$ cat src/rtl/uart_transmitter.sv
// UART transmit engine: frames a parallel word as start, LSB-first data, optional parity and stop bit.
// One bit per clk; clk is the baud-rate clock. All outputs are registered.
module uart_transmitter #(
  parameter int DATA_WIDTH = 8
) (
  input  logic                  clk,
  input  logic                  reset,
  input  logic                  parity_type,
  input  logic                  parity_enable,
  input  logic                  data_valid,
  input  logic [DATA_WIDTH-1:0] parallel_data,
  output logic                  serial_data_out,
  output logic                  busy
);

  typedef enum logic [2:0] {
    IDLE,
    START,
    DATA,
    PARITY,
    STOP
  } state_e;

  localparam int CNT_W = (DATA_WIDTH > 1) ? $clog2(DATA_WIDTH) : 1;
  localparam logic [CNT_W-1:0] LAST_BIT = CNT_W'(DATA_WIDTH - 1);

  state_e                  state_q;
  logic [DATA_WIDTH-1:0]   shift_q;
  logic [CNT_W-1:0]        cnt_q;
  logic                    par_en_q;
  logic                    par_bit_q;
  logic                    tx_q;
  logic                    busy_q;

  // state_q names the bit currently on the line; each edge loads the next bit.
  // NOTE: sequential state uses non-blocking assignments so every register
  // samples the pre-edge values, independent of statement order.
  always_ff @(posedge clk or negedge reset) begin
    if (!reset) begin
      state_q   <= IDLE;
      shift_q   <= '0;
      cnt_q     <= '0;
      par_en_q  <= 1'b0;
      par_bit_q <= 1'b0;
      tx_q      <= 1'b1;
      busy_q    <= 1'b0;
    end else begin
      case (state_q)
        IDLE: begin
          tx_q   <= 1'b1;
          busy_q <= 1'b0;
          if (data_valid) begin
            shift_q   <= parallel_data;
            par_en_q  <= parity_enable;
            // Odd parity is the inverse of the even-parity XOR reduction.
            par_bit_q <= (^parallel_data) ^ parity_type;
            cnt_q     <= '0;
            tx_q      <= 1'b0;
            busy_q    <= 1'b1;
            state_q   <= START;
          end
        end
        START: begin
          tx_q    <= shift_q[0];
          shift_q <= shift_q >> 1;
          state_q <= DATA;
        end
        DATA: begin
          if (cnt_q == LAST_BIT) begin
            cnt_q <= '0;
            if (par_en_q) begin
              tx_q    <= par_bit_q;
              state_q <= PARITY;
            end else begin
              tx_q    <= 1'b1;
              state_q <= STOP;
            end
          end else begin
            cnt_q   <= cnt_q + CNT_W'(1);
            tx_q    <= shift_q[0];
            shift_q <= shift_q >> 1;
          end
        end
        PARITY: begin
          tx_q    <= 1'b1;
          state_q <= STOP;
        end
        STOP: begin
          tx_q    <= 1'b1;
          busy_q  <= 1'b0;
          state_q <= IDLE;
        end
        default: begin
          tx_q    <= 1'b1;
          busy_q  <= 1'b0;
          state_q <= IDLE;
        end
      endcase
    end
  end

  assign serial_data_out = tx_q;
  assign busy            = busy_q;

endmodule

$ cat config.mk
export PLATFORM = sky130hd
export DESIGN_NAME = uart_transmitter
export DESIGN_NICKNAME = d
export VERILOG_FILES = /design/src/rtl/uart_transmitter.sv
export SDC_FILE = /design/constraint.sdc
export NUM_CORES = 1
export LEC_CHECK = 0
export CAP_MARGIN = 20
export CORE_UTILIZATION = 51
export DETAILED_ROUTE_END_ITERATION = 7
export PLACE_DENSITY = 0.73
export SYNTH_ARGS = -nofsm -noshare
export SYNTH_HDL_FRONTEND = slang
export SYNTH_SLANG_ARGS = --single-unit
$ cat constraint.sdc
create_clock -name clk -period 2.2 [get_ports clk]
set_clock_uncertainty 0.1 [all_clocks]
set_input_delay 0.44 -clock clk [delete_from_list [all_inputs] [get_ports clk]]
set_output_delay 0.44 -clock clk [all_outputs]
set_load 0.01 [all_outputs]
Word level (Yosys, flattened, before mapping)
Index checks and enable logic that the tools add are counted.
- register bits: 18
- latch bits: 0
- memory bits (writable): 0
- memory bits (read-only): 0
- output and inout bits: 2
- memories kept: 0
- add/subtract/negate cells: 1
- $mul: 0
- divide/modulo/power cells: 0
- order comparisons: 0
- eq/ne operators: 7
- shifts and indexed selects: 0
- multiplexer cells: 16
- bitwise gates (word level): 1
- reduce and logical (&&, ||, !) cells: 9
- operators by type and width (cell ; number):
    $pmux 8 s3 ; 1
    $mux 8 ; 2
    $mux 3 ; 5
    $pmux 3 s4 ; 1
    $reduce_xor 8->1 ; 1
    $eq 3x2->1 const B ; 2
    $ne 2x2->1 const B ; 3
    $pmux 3 s2 ; 1
    $reduce_and 2->1 ; 3
    $mux 1 ; 4
    $add 3x1->3 const B ; 1
    $eq 3x1->1 const B ; 1
    $eq 3x3->1 const B ; 1
    $logic_not 3->1 ; 1
    $pmux 1 s3 ; 1
    $reduce_and 3->1 ; 1
    $reduce_bool 3->1 ; 1
    $reduce_or 3->1 ; 1
    $pmux 1 s2 ; 1
    $reduce_bool 2->1 ; 1
    $xor 1x1->1 ; 1

Longest topological paths before layout
Gate-level depths: netlist of the first run.
- depth after elaboration: 3
- gate-level depth with buffers: 7

Worst setup path before layout of the first run
OpenSTA, ideal clock, no wires.
- path kind: reg2reg
- from: register cnt_q[0]
- to: register shift_q[7]
- arrival time: 1.703 ns
- data required time: 1.975 ns
- path slack: 0.272 ns
- stages on the path, launching flop included: 6
- clock period less this slack: 1.928 ns
- path through: dfrtp_1 -> ha_1 -> ha_1 -> or3b_4 -> a21oi_4 -> mux2_2
- word-level cells in the longest chain between the ends: 3
- ends and longest elaborated chain (what ; line ; text):
    from (decl) ; 29 ; logic [CNT_W-1:0] cnt_q;
    from (signal assigned) ; 79 ; cnt_q <= cnt_q + CNT_W'(1);
    $eq 3x3->1 ; 69 ; if (cnt_q == LAST_BIT) begin
    $ne 2x2->1 (no line) ; - ;
    $reduce_and 3->1 (no line) ; - ;
    to (signal assigned) ; 53 ; shift_q <= parallel_data;
    to (signal assigned) ; 65 ; shift_q <= shift_q >> 1;
    to (signal assigned) ; 81 ; shift_q <= shift_q >> 1;
    to (decl) ; 28 ; logic [DATA_WIDTH-1:0] shift_q;
No other way between the ends.
A chain may end at the register's enable or synchronous reset.

Final worst setup path of the first run
- from: register cnt_q[0]
- to: register shift_q[0]
The elaborated chain is that of the path after synthesis.

==> reports/qor.csv, run 1 <==
metric;value;unit
status;finished clean;
cts_tree;done;
clkLatencyLatePin;0.29;ns
post-synth-top-area-fraction;44.5;%
stdcell_count;129;
grt_setup_unrepaired;false;
required;2.32;ns
yosysWarnings;0;
finalWirelength;1670;µm
worst_pin_slew;0.503;ns
synthToLayoutAreaGrowth;19.9;%
hold_path_class;in2async;
period_needed;1.98;ns
n_fill_cell;154;
cp-startpoint;cnt_q[0];
yosysUniqueCellTypes;29;
min_period_over_period;90.1;%
syn_area_per_cell;10.9;µm²
cts_buffers;3;
synth_edf_count;0;
multi_input_area;478;µm²
clock-sinks;18;
async_reset_ff_share;100;%
synth_cells;88;
r2r_slack;0.22;ns
nets;120;
leakage;0.486;nW
path_clk_slew;0.10;ns
initial_core_util;54.8;%
dpl.hpwl;1220;µm
grt_pass1_vias;680;
viasPerCell;5.43;
row_count;15;
setup_viol;0;
routedWlPerCell;12.9;µm
yosys.cell_count.top_type;dfrtp_1;
fmax;504;MHz
r2r-start;cnt_q[0];
synth_top_area_cell;dfrtp_1;
port_buffers;14;
gp_congestion;0.742;
dp.cells;125;
slew_viol_final;0;
clockBufferDepth;2;
vias;700;
globalRouteOverflowTotal;0;
dieArea;2050;µm²
grt_max_degree;19;
grt_pass1_wl;2930;µm
first_iter_violations;6;
antennaDiodeCount;0;
ctsResizeCount;0;
synth_nets;103;
end_kind;register;
firstDrtPassIters;3;
postRouteAntennaNets;0;
crit_type;reg2reg;
ys_seq_elements;18;
post_cts_buffers;0;
endpoint;shift_q[0];
holdBufCountCts;0;
cp.arrival;2.10;ns
slew_headroom;66.4;%
syn_area;956;µm²
die_w;45.3;µm
grt_util_all_layers;20.1;%
ir_worst_vdd;1.12;mV
drv_cap;0;
synthFlopType;dfrtp_1;
r2r_end;shift_q[0];
synth-seq-area-share;47.3;%
chipHeight;45.3;µm
rr_worst_depth;7;
coreArea;1750;µm²
tns;0;ns
antenna_found_initial;0;
startpoint_type;register;
ff_latch_area;452;µm²
power_per_cell_area;1370;nW/µm²
htree_levels;1;
drive_above_1_share;13.5;%
synthTopCellsByCount;dfrtp_1, nor2_1, mux2i_1, a21oi_1, xnor2_1;
root_buffer;clkbuf_4;
path_max_fanout;14;
drc;0;
finalHoldViolCount;0;
num_io_pins;15;
synth_area_leaders;dfrtp_1, mux2i_1, xnor2_1, nor2_1, a21oi_1;
## worst max-delay path, stage by stage, from the launching register on
cell and delay [ns]:
dfrtp_1 0.41, ha_1 0.21, ha_1 0.23, or3b_4 0.40
a21oi_4 0.16, buf_4 0.22, nor2_1 0.06, a21oi_1 0.11
## placed cells by master, fill, tap and decap left out, drive strengths merged, types with 2 or more instances in the layout
master	instances
dfrtp	17
clkdlybuf4s50	14
nor2	12
a21oi	10
mux2i	8
xnor2	6
nand2	4
o21ai	4
clkbuf	4
nand2b	3
nand3	2
mux2	2
a32o	2
ha	2
buf	2
## area by class of cell
| type | count | share of cell area [%] |
|---|---|---|
| multi-input combinational | 65 | 41.7 |
| sequential | 18 | 39.4 |
| timing repair buffer | 16 | 13.5 |
| tap | 25 | 2.73 |
| clock buffer | 4 | 2.29 |
| inverter | 1 | 0.328 |
## worst min path at each step
stage | endpoint | cells past startpoint | slack [ns] | start
after floorplan | busy | 0 | 0.04 | reset
after global placement | cnt_q[0] | 1 | 0.38 | cnt_q[0]
after detailed placement | cnt_q[0] | 1 | 0.38 | cnt_q[0]
after CTS | cnt_q[0] | 2 | 0.38 | reset
after global routing | shift_q[2] | 2 | 0.39 | reset
final | shift_q[6] | 2 | 0.38 | reset
## stage by stage
stage	hold WS [ns]	setup WS [ns]	power, mW	instance area, µm²	utilization, %
6_report	0.379	0.217	1.57	1150	65.7
4_1_cts	0.378	0.209	1.59	1150	65.7
5_1_grt	0.393	0.0948	1.71	1150	65.7
3_3_place_gp	0.380	0.130	1.38	1120	64.2
3_5_place_dp	0.383	0.0838	1.42	1120	64.2
2_1_floorplan	0.0444	0.272	1.24	956	-
## cell families (layout without fill, tap and decap cells)
kind of cell	Yosys count	in the layout	synth area share, %
AND/OR/NAND/NOR	25	25	12.7
AO/OA/AOI/OAI	20	20	15.2
flip-flops	18	18	47.3
multiplexers	10	10	10.7
buffers and inverters	5	21	2.75
adder cells (fa/ha/maj)	2	2	2.62
XOR/XNOR	8	8	8.77
## layer usage
metal | track usage [%] | wire, µm | vias to the layer above
met5 | 0 | 0 | -
met4 | 7.27 | 33 | 0
met3 | 3.60 | 40 | 4
met2 | 32.2 | 787 | 11
met1 | 27.2 | 806 | 339
li1 | - | - | 346
## state kept, by name, summed over array words and instances (netlist names)
register / cells
shift_q: 8
cnt_q: 3
busy: 1
serial_data_out: 1
par_bit_q: 1
state_q: 3
par_en_q: 1
## power breakdown
part / internal, mW / leakage [nW] / switching [mW]
sequential: 0.490 / 0.215 / 0.143
combinational: 0.394 / 0.256 / 0.371
clock: 0.0705 / 0.0150 / 0.100
total: 0.955 / 0.486 / 0.614
Power figures use the tool's default switching activity.
==> inputs of run 2 (changes only) <==
CELL_PAD_IN_SITES_DETAIL_PLACEMENT = 1   (was default)
CELL_PAD_IN_SITES_GLOBAL_PLACEMENT = 2   (was default)
CORE_UTILIZATION = 35   (was 51)
CTS_BUF_LIST = sky130_fd_sc_hd__clkbuf_8   (was default)
PLACE_DENSITY = 0.77   (was 0.73)
==> reports/qor.csv, run 2 (synthesis gave the netlist of run 1 again) <==
metric;value;unit;change
r2r-start;cnt_q[0];;unchanged
endpoint;shift_q[6];;was shift_q[0]
cp-startpoint;cnt_q[0];;unchanged
first_iter_violations;3;;was 6
design_area;1190;µm²;was 1150 µm²
clockBufferDepth;2;;unchanged
synthToLayoutAreaGrowth;24.3;%;was 19.9%
ir_worst_vdd;0.707;mV;was 1.12 mV
ctsResizeCount;0;;unchanged
gp_congestion;0.681;;was 0.742
antennaDiodeCount;0;;unchanged
holdBufCountCts;0;;unchanged
drv_cap;0;;unchanged
layout_commonest_cell;dfrtp_1;;unchanged
finalWirelength;1830;µm;was 1670 µm
crit_type;reg2reg;;unchanged
clock-sinks;18;;unchanged
globalRouteOverflowTotal;0;;unchanged
num_io_pins;15;;unchanged
row_count;18;;was 15
total_power;1.68;mW;was 1.57 mW
slew_headroom;66.0;%;was 66.4%
largest_register_ffs;8;;unchanged
chipHeight;54.3;µm;was 45.3 µm
routedWlPerCell;13.5;µm;was 12.9 µm
grt_util_all_layers;15.0;%;was 20.1%
rr_worst_depth;7;;unchanged
period_needed;1.94;ns;was 1.98 ns
grt_pass1_vias;686;;was 680
cts_tree;done;;unchanged
power_per_cell_area;1410;nW/µm²;was 1370 nW/µm²
end_kind;register;;unchanged
cp.arrival;2.02;ns;was 2.10 ns
drc;0;;unchanged
htree_levels;1;;unchanged
reg_top3;shift_q x8, cnt_q x3, state_q x3;;unchanged
regMostFlops;shift_q;;unchanged
root_buffer;clkbuf_8;;was clkbuf_4
die_w;54.3;µm;was 45.3 µm
r2r_slack;0.26;ns;was 0.22 ns
vias;698;;was 700
grt_max_degree;19;;unchanged
clkLatencyLatePin;0.25;ns;was 0.29 ns
leakage;0.505;nW;was 0.486 nW
drive_above_1_share;15.2;%;was 13.5%
cts_buffers;3;;unchanged
final_cell_mix;dfrtp_1, clkdlybuf4s50_1, nor2_1;;unchanged
coreArea;2520;µm²;was 1750 µm²
path_max_fanout;14;;unchanged
startpoint_type;register;;unchanged
post_cts_buffers;0;;unchanged
stdcell_count;135;;was 129
worst_pin_slew;0.510;ns;was 0.503 ns
viasPerCell;5.17;;was 5.43
firstDrtPassIters;4;;was 3
min_period_over_period;88.4;%;was 90.1%
port_buffers;14;;unchanged
postRouteAntennaNets;0;;unchanged
path_clk_slew;0.07;ns;was 0.10 ns
required;2.28;ns;was 2.32 ns
initial_core_util;37.9;%;was 54.8%
status;finished clean;;unchanged
grt_pass1_wl;3070;µm;was 2930 µm
setup_viol;0;;unchanged
finalHoldViolCount;0;;unchanged
dp.cells;131;;was 125
nets;121;;was 120
slew_viol_final;0;;unchanged
antenna_found_initial;0;;unchanged
grt_setup_unrepaired;false;;unchanged
dieArea;2940;µm²;was 2050 µm²
tns;0;ns;unchanged
hold_path_class;reg2reg;;was in2async
fmax;514;MHz;was 504 MHz
dpl_cell_area;1130;µm²;was 1120 µm²
r2r_end;shift_q[6];;was shift_q[0]
## run 2: worst max-delay path, stage by stage (launching register included)
cell	delay, ns
dfrtp_1	0.40
ha_1	0.20
ha_1	0.22
or3b_4	0.40
a21oi_4	0.16
buf_4	0.22
nor2_1	0.06
a21oi_1	0.11
## run 2: worst min-delay path by stage
stage                     slack, ns  cells after the start        to  startpoint
after floorplan                0.04                      0      busy       reset
after global placement         0.38                      1  cnt_q[2]    cnt_q[2]
after detailed placement       0.38                      1  cnt_q[0]    cnt_q[0]
after CTS                      0.40                      1  cnt_q[0]    cnt_q[0]
after global routing           0.43                      1  cnt_q[0]    cnt_q[0]
final                          0.40                      1  cnt_q[0]    cnt_q[0]
## run 2: final cells by class
class / instances / area, µm²
sequential: 18 / 452
timing repair buffer: 17 / 163
multi-input combinational: 65 / 478
inverter: 1 / 3.75
clock buffer: 4 / 55.1
fill: 297 / 1330
tap: 30 / 37.5
## run 2: layer usage
layer	track usage [%]	part of all wire, %	vias to the layer above
met1	17.7	47	342
met5	0	0	-
met3	5.83	4.5	2
met2	26.0	48	11
li1	-	-	343
met4	2.56	0.55	0
## run 2: power breakdown
| part | switching (mW) | internal [mW] | total, mW |
|---|---|---|---|
| sequential | 0.139 | 0.492 | 0.631 |
| clock | 0.110 | 0.159 | 0.269 |
| combinational | 0.377 | 0.401 | 0.778 |
| total | 0.626 | 1.05 | 1.68 |
## run 2: per-stage QoR
| step | setup slack, ns | util (%) | hold WS (ns) |
|---|---|---|---|
| 2_1_floorplan | 0.272 | - | 0.0444 |
| 3_3_place_gp | 0.125 | 44.9 | 0.380 |
| 3_5_place_dp | 0.108 | 44.9 | 0.379 |
| 4_1_cts | 0.230 | 47.1 | 0.397 |
| 5_1_grt | 0.155 | 47.1 | 0.428 |
| 6_report | 0.255 | 47.1 | 0.396 |
==> inputs of run 3 (changes only) <==
ABC_AREA = 1   (was default)
CORE_UTILIZATION = 32   (was 35)
PLACE_DENSITY = 0.78   (was 0.77)
==> reports/qor.csv, run 3 <==
metric;value;unit;change
status;finished clean;;unchanged
synthTopCellsByCount;nand2_1, inv_1, dfrtp_1, o21ai_0, nor2_1;;was dfrtp_1, nor2_1, mux2i_1, a21oi_1, xnor2_1
nets;175;;was 121
final_cell_mix;nand2_1, inv_1, dfrtp_1;;was dfrtp_1, clkdlybuf4s50_1, nor2_1
fmax;548;MHz;was 514 MHz
port_buffers;14;;unchanged
syn_area;1070;µm²;was 956 µm²
finalHoldViolCount;0;;unchanged
path_max_fanout;1;;was 14
muxShareOfSynthArea;0;%;was 10.7%
postRouteAntennaNets;0;;unchanged
synthAdderAreaFrac;2.34;%;was 2.62%
holdBufCountCts;0;;unchanged
total_power;1.70;mW;was 1.68 mW
tns;0;ns;unchanged
yosys.cell_count.top_type;nand2_1;;was dfrtp_1
grt_setup_unrepaired;false;;unchanged
chipHeight;59.9;µm;was 54.3 µm
hold_slack;0.356;ns;was 0.396 ns
antennaDiodeCount;0;;unchanged
yosysUniqueCellTypes;23;;was 29
firstDrtPassIters;3;;was 4
viasPerCell;4.67;;was 5.17
regMostFlops;shift_q;;unchanged
slew_headroom;75.5;%;was 66.0%
crit_chain;clkdlybuf4s50_1;;was ha_1 > ha_1 > or3b_4 > a21oi_4 > buf_4 > nor2_1 > a21oi_1
power_per_cell_area;1310;nW/µm²;was 1410 nW/µm²
finalWirelength;2530;µm;was 1830 µm
ctsResizeCount;0;;unchanged
synth_top_area_cell;dfrtp_1;;unchanged
synth-simple-area-share;32.1;%;was 12.7%
startpoint_type;register;;unchanged
yosysWarnings;0;;unchanged
min_period_over_period;82.9;%;was 88.4%
first_iter_violations;25;;was 3
drive_above_1_share;11.3;%;was 15.2%
synth_top_family_by_area;simple AND/OR/NAND/NOR gates;;was compound AO/OA/AOI/OAI gates
synthFlopType;dfrtp_1;;unchanged
setup_viol;0;;unchanged
period_needed;1.82;ns;was 1.94 ns
synth_edf_count;0;;unchanged
ys_seq_elements;18;;unchanged
slowest_delay;0.52;ns;was 0.40 ns
slew_viol_final;0;;unchanged
synth_xor_area_share;0.818;%;was 8.77%
leakage;0.677;nW;was 0.505 nW
coreArea;3100;µm²;was 2520 µm²
hold_path_class;in2async;;was reg2reg
path_clk_slew;0.07;ns;about the same
row_count;20;;was 18
layout_commonest_cell;nand2_1;;was dfrtp_1
gp_congestion;0.763;;was 0.681
num_io_pins;15;;unchanged
grt_pass1_vias;1069;;was 686
largest_register_ffs;8;;unchanged
ir_worst_vdd;0.639;mV;was 0.707 mV
synth_compound_area_share;13.0;%;was 15.2%
htree_levels;1;;unchanged
grt_max_degree;15;;was 19
critPathTopFamily;flip-flops;;was simple AND/OR/NAND/NOR gates
post-synth-top-area-fraction;39.7;%;was 44.5%
fin_ws;0.376;ns;was 0.255 ns
synth_area_leaders;dfrtp_1, nand2_1, inv_1, o21ai_0, nor2_1;;was dfrtp_1, mux2i_1, xnor2_1, nor2_1, a21oi_1
antenna_found_initial;0;;unchanged
cts_tree;done;;unchanged
n_fill_cell;415;;was 297
clock-sinks;18;;unchanged
syn_area_per_cell;7.60;µm²;was 10.9 µm²
clockBufferDepth;2;;unchanged
cp.arrival;1.28;ns;was 2.02 ns
drc;0;;unchanged
drv_cap;0;;unchanged
synth_cells;141;;was 88
vias;949;;was 698
async_reset_ff_share;100;%;unchanged
routedWlPerCell;12.4;µm;was 13.5 µm
end_kind;primary output;;was register
dieArea;3580;µm²;was 2940 µm²
dpl.hpwl;2080;µm;
pre_cts_slack;0.300;ns;was 0.108 ns
globalRouteOverflowTotal;0;;unchanged
synth-seq-area-share;42.2;%;was 47.3%
worst_pin_slew;0.366;ns;was 0.510 ns
initial_core_util;34.5;%;was 37.9%
die_w;59.9;µm;was 54.3 µm
synth_nets;156;;was 103
grt_pass1_wl;4690;µm;was 3070 µm
root_buffer;clkbuf_8;;unchanged
path_buf_inv;1;;unchanged
reg_top3;shift_q x8, cnt_q x3, state_q x3;;unchanged
slowest_stage;dfstp_2;;was dfrtp_1
crit_type;reg2out;;was reg2reg
synthToLayoutAreaGrowth;21.3;%;was 24.3%
grt_util_all_layers;17.8;%;was 15.0%
clkLatencyLatePin;0.25;ns;about the same
cts_buffers;3;;unchanged
required;1.66;ns;was 2.28 ns
post_cts_buffers;0;;unchanged
-- run 3: through the flow --
step / area, µm² / utilization [%] / instances
2_1_floorplan: 1070 / - / 141
3_3_place_gp: 1250 / 40.4 / 199
3_5_place_dp: 1250 / 40.4 / 199
4_1_cts: 1300 / 41.9 / 203
5_1_grt: 1300 / 41.9 / 203
6_report: 1300 / 41.9 / 203
-- run 3: cell type report --
class	count	area [µm²]	share of cell area, %
Timing Repair Buffer	15	148	11.4
Inverter	22	82.6	6.36
Clock inverter	1	3.75	0.289
Multi-Input combinational cell	100	517	39.8
Sequential cell	18	452	34.8
Clock buffer	3	41.3	3.18
Tap cell	44	55.1	4.24
-- run 3: worst paths after layout --
| path | startpoint | endpoint | slack (ns) | cells after the start |
|---|---|---|---|---|
| max | serial_data_out | serial_data_out | 0.38 | 1 |
| min | reset | shift_q[1] | 0.36 | 1 |
| max reg2reg | state_q[0] | shift_q[7] | 0.57 | 6 |
| min reg2reg | par_bit_q | par_bit_q | 0.40 | 2 |
| max in group asynchronous | reset | cnt_q[2] | 1.16 | 2 |
| min in group clk | par_bit_q | par_bit_q | 0.40 | 2 |
-- run 3: per-layer routing --
metal	part of all wire [%]	global-route usage, %	vias to the layer above
li1	-	-	477
met1	50	23.7	462
met2	48	28.9	8
met3	1.7	3.90	2
met4	0.67	4.98	0
met5	0	0	-
-- run 3: cells by family after synthesis --
kind of cell / after synthesis
buffers and inverters: 23
XOR/XNOR: 1
AO/OA/AOI/OAI: 24
flip-flops: 18
AND/OR/NAND/NOR: 73
adder cells (fa/ha/maj): 2
-- run 3: power breakdown --
part           internal, mW  leakage [nW]  switching [mW]
Sequential            0.491         0.226          0.0787
Clock                 0.124        0.0269           0.109
Combinational         0.317         0.425           0.576
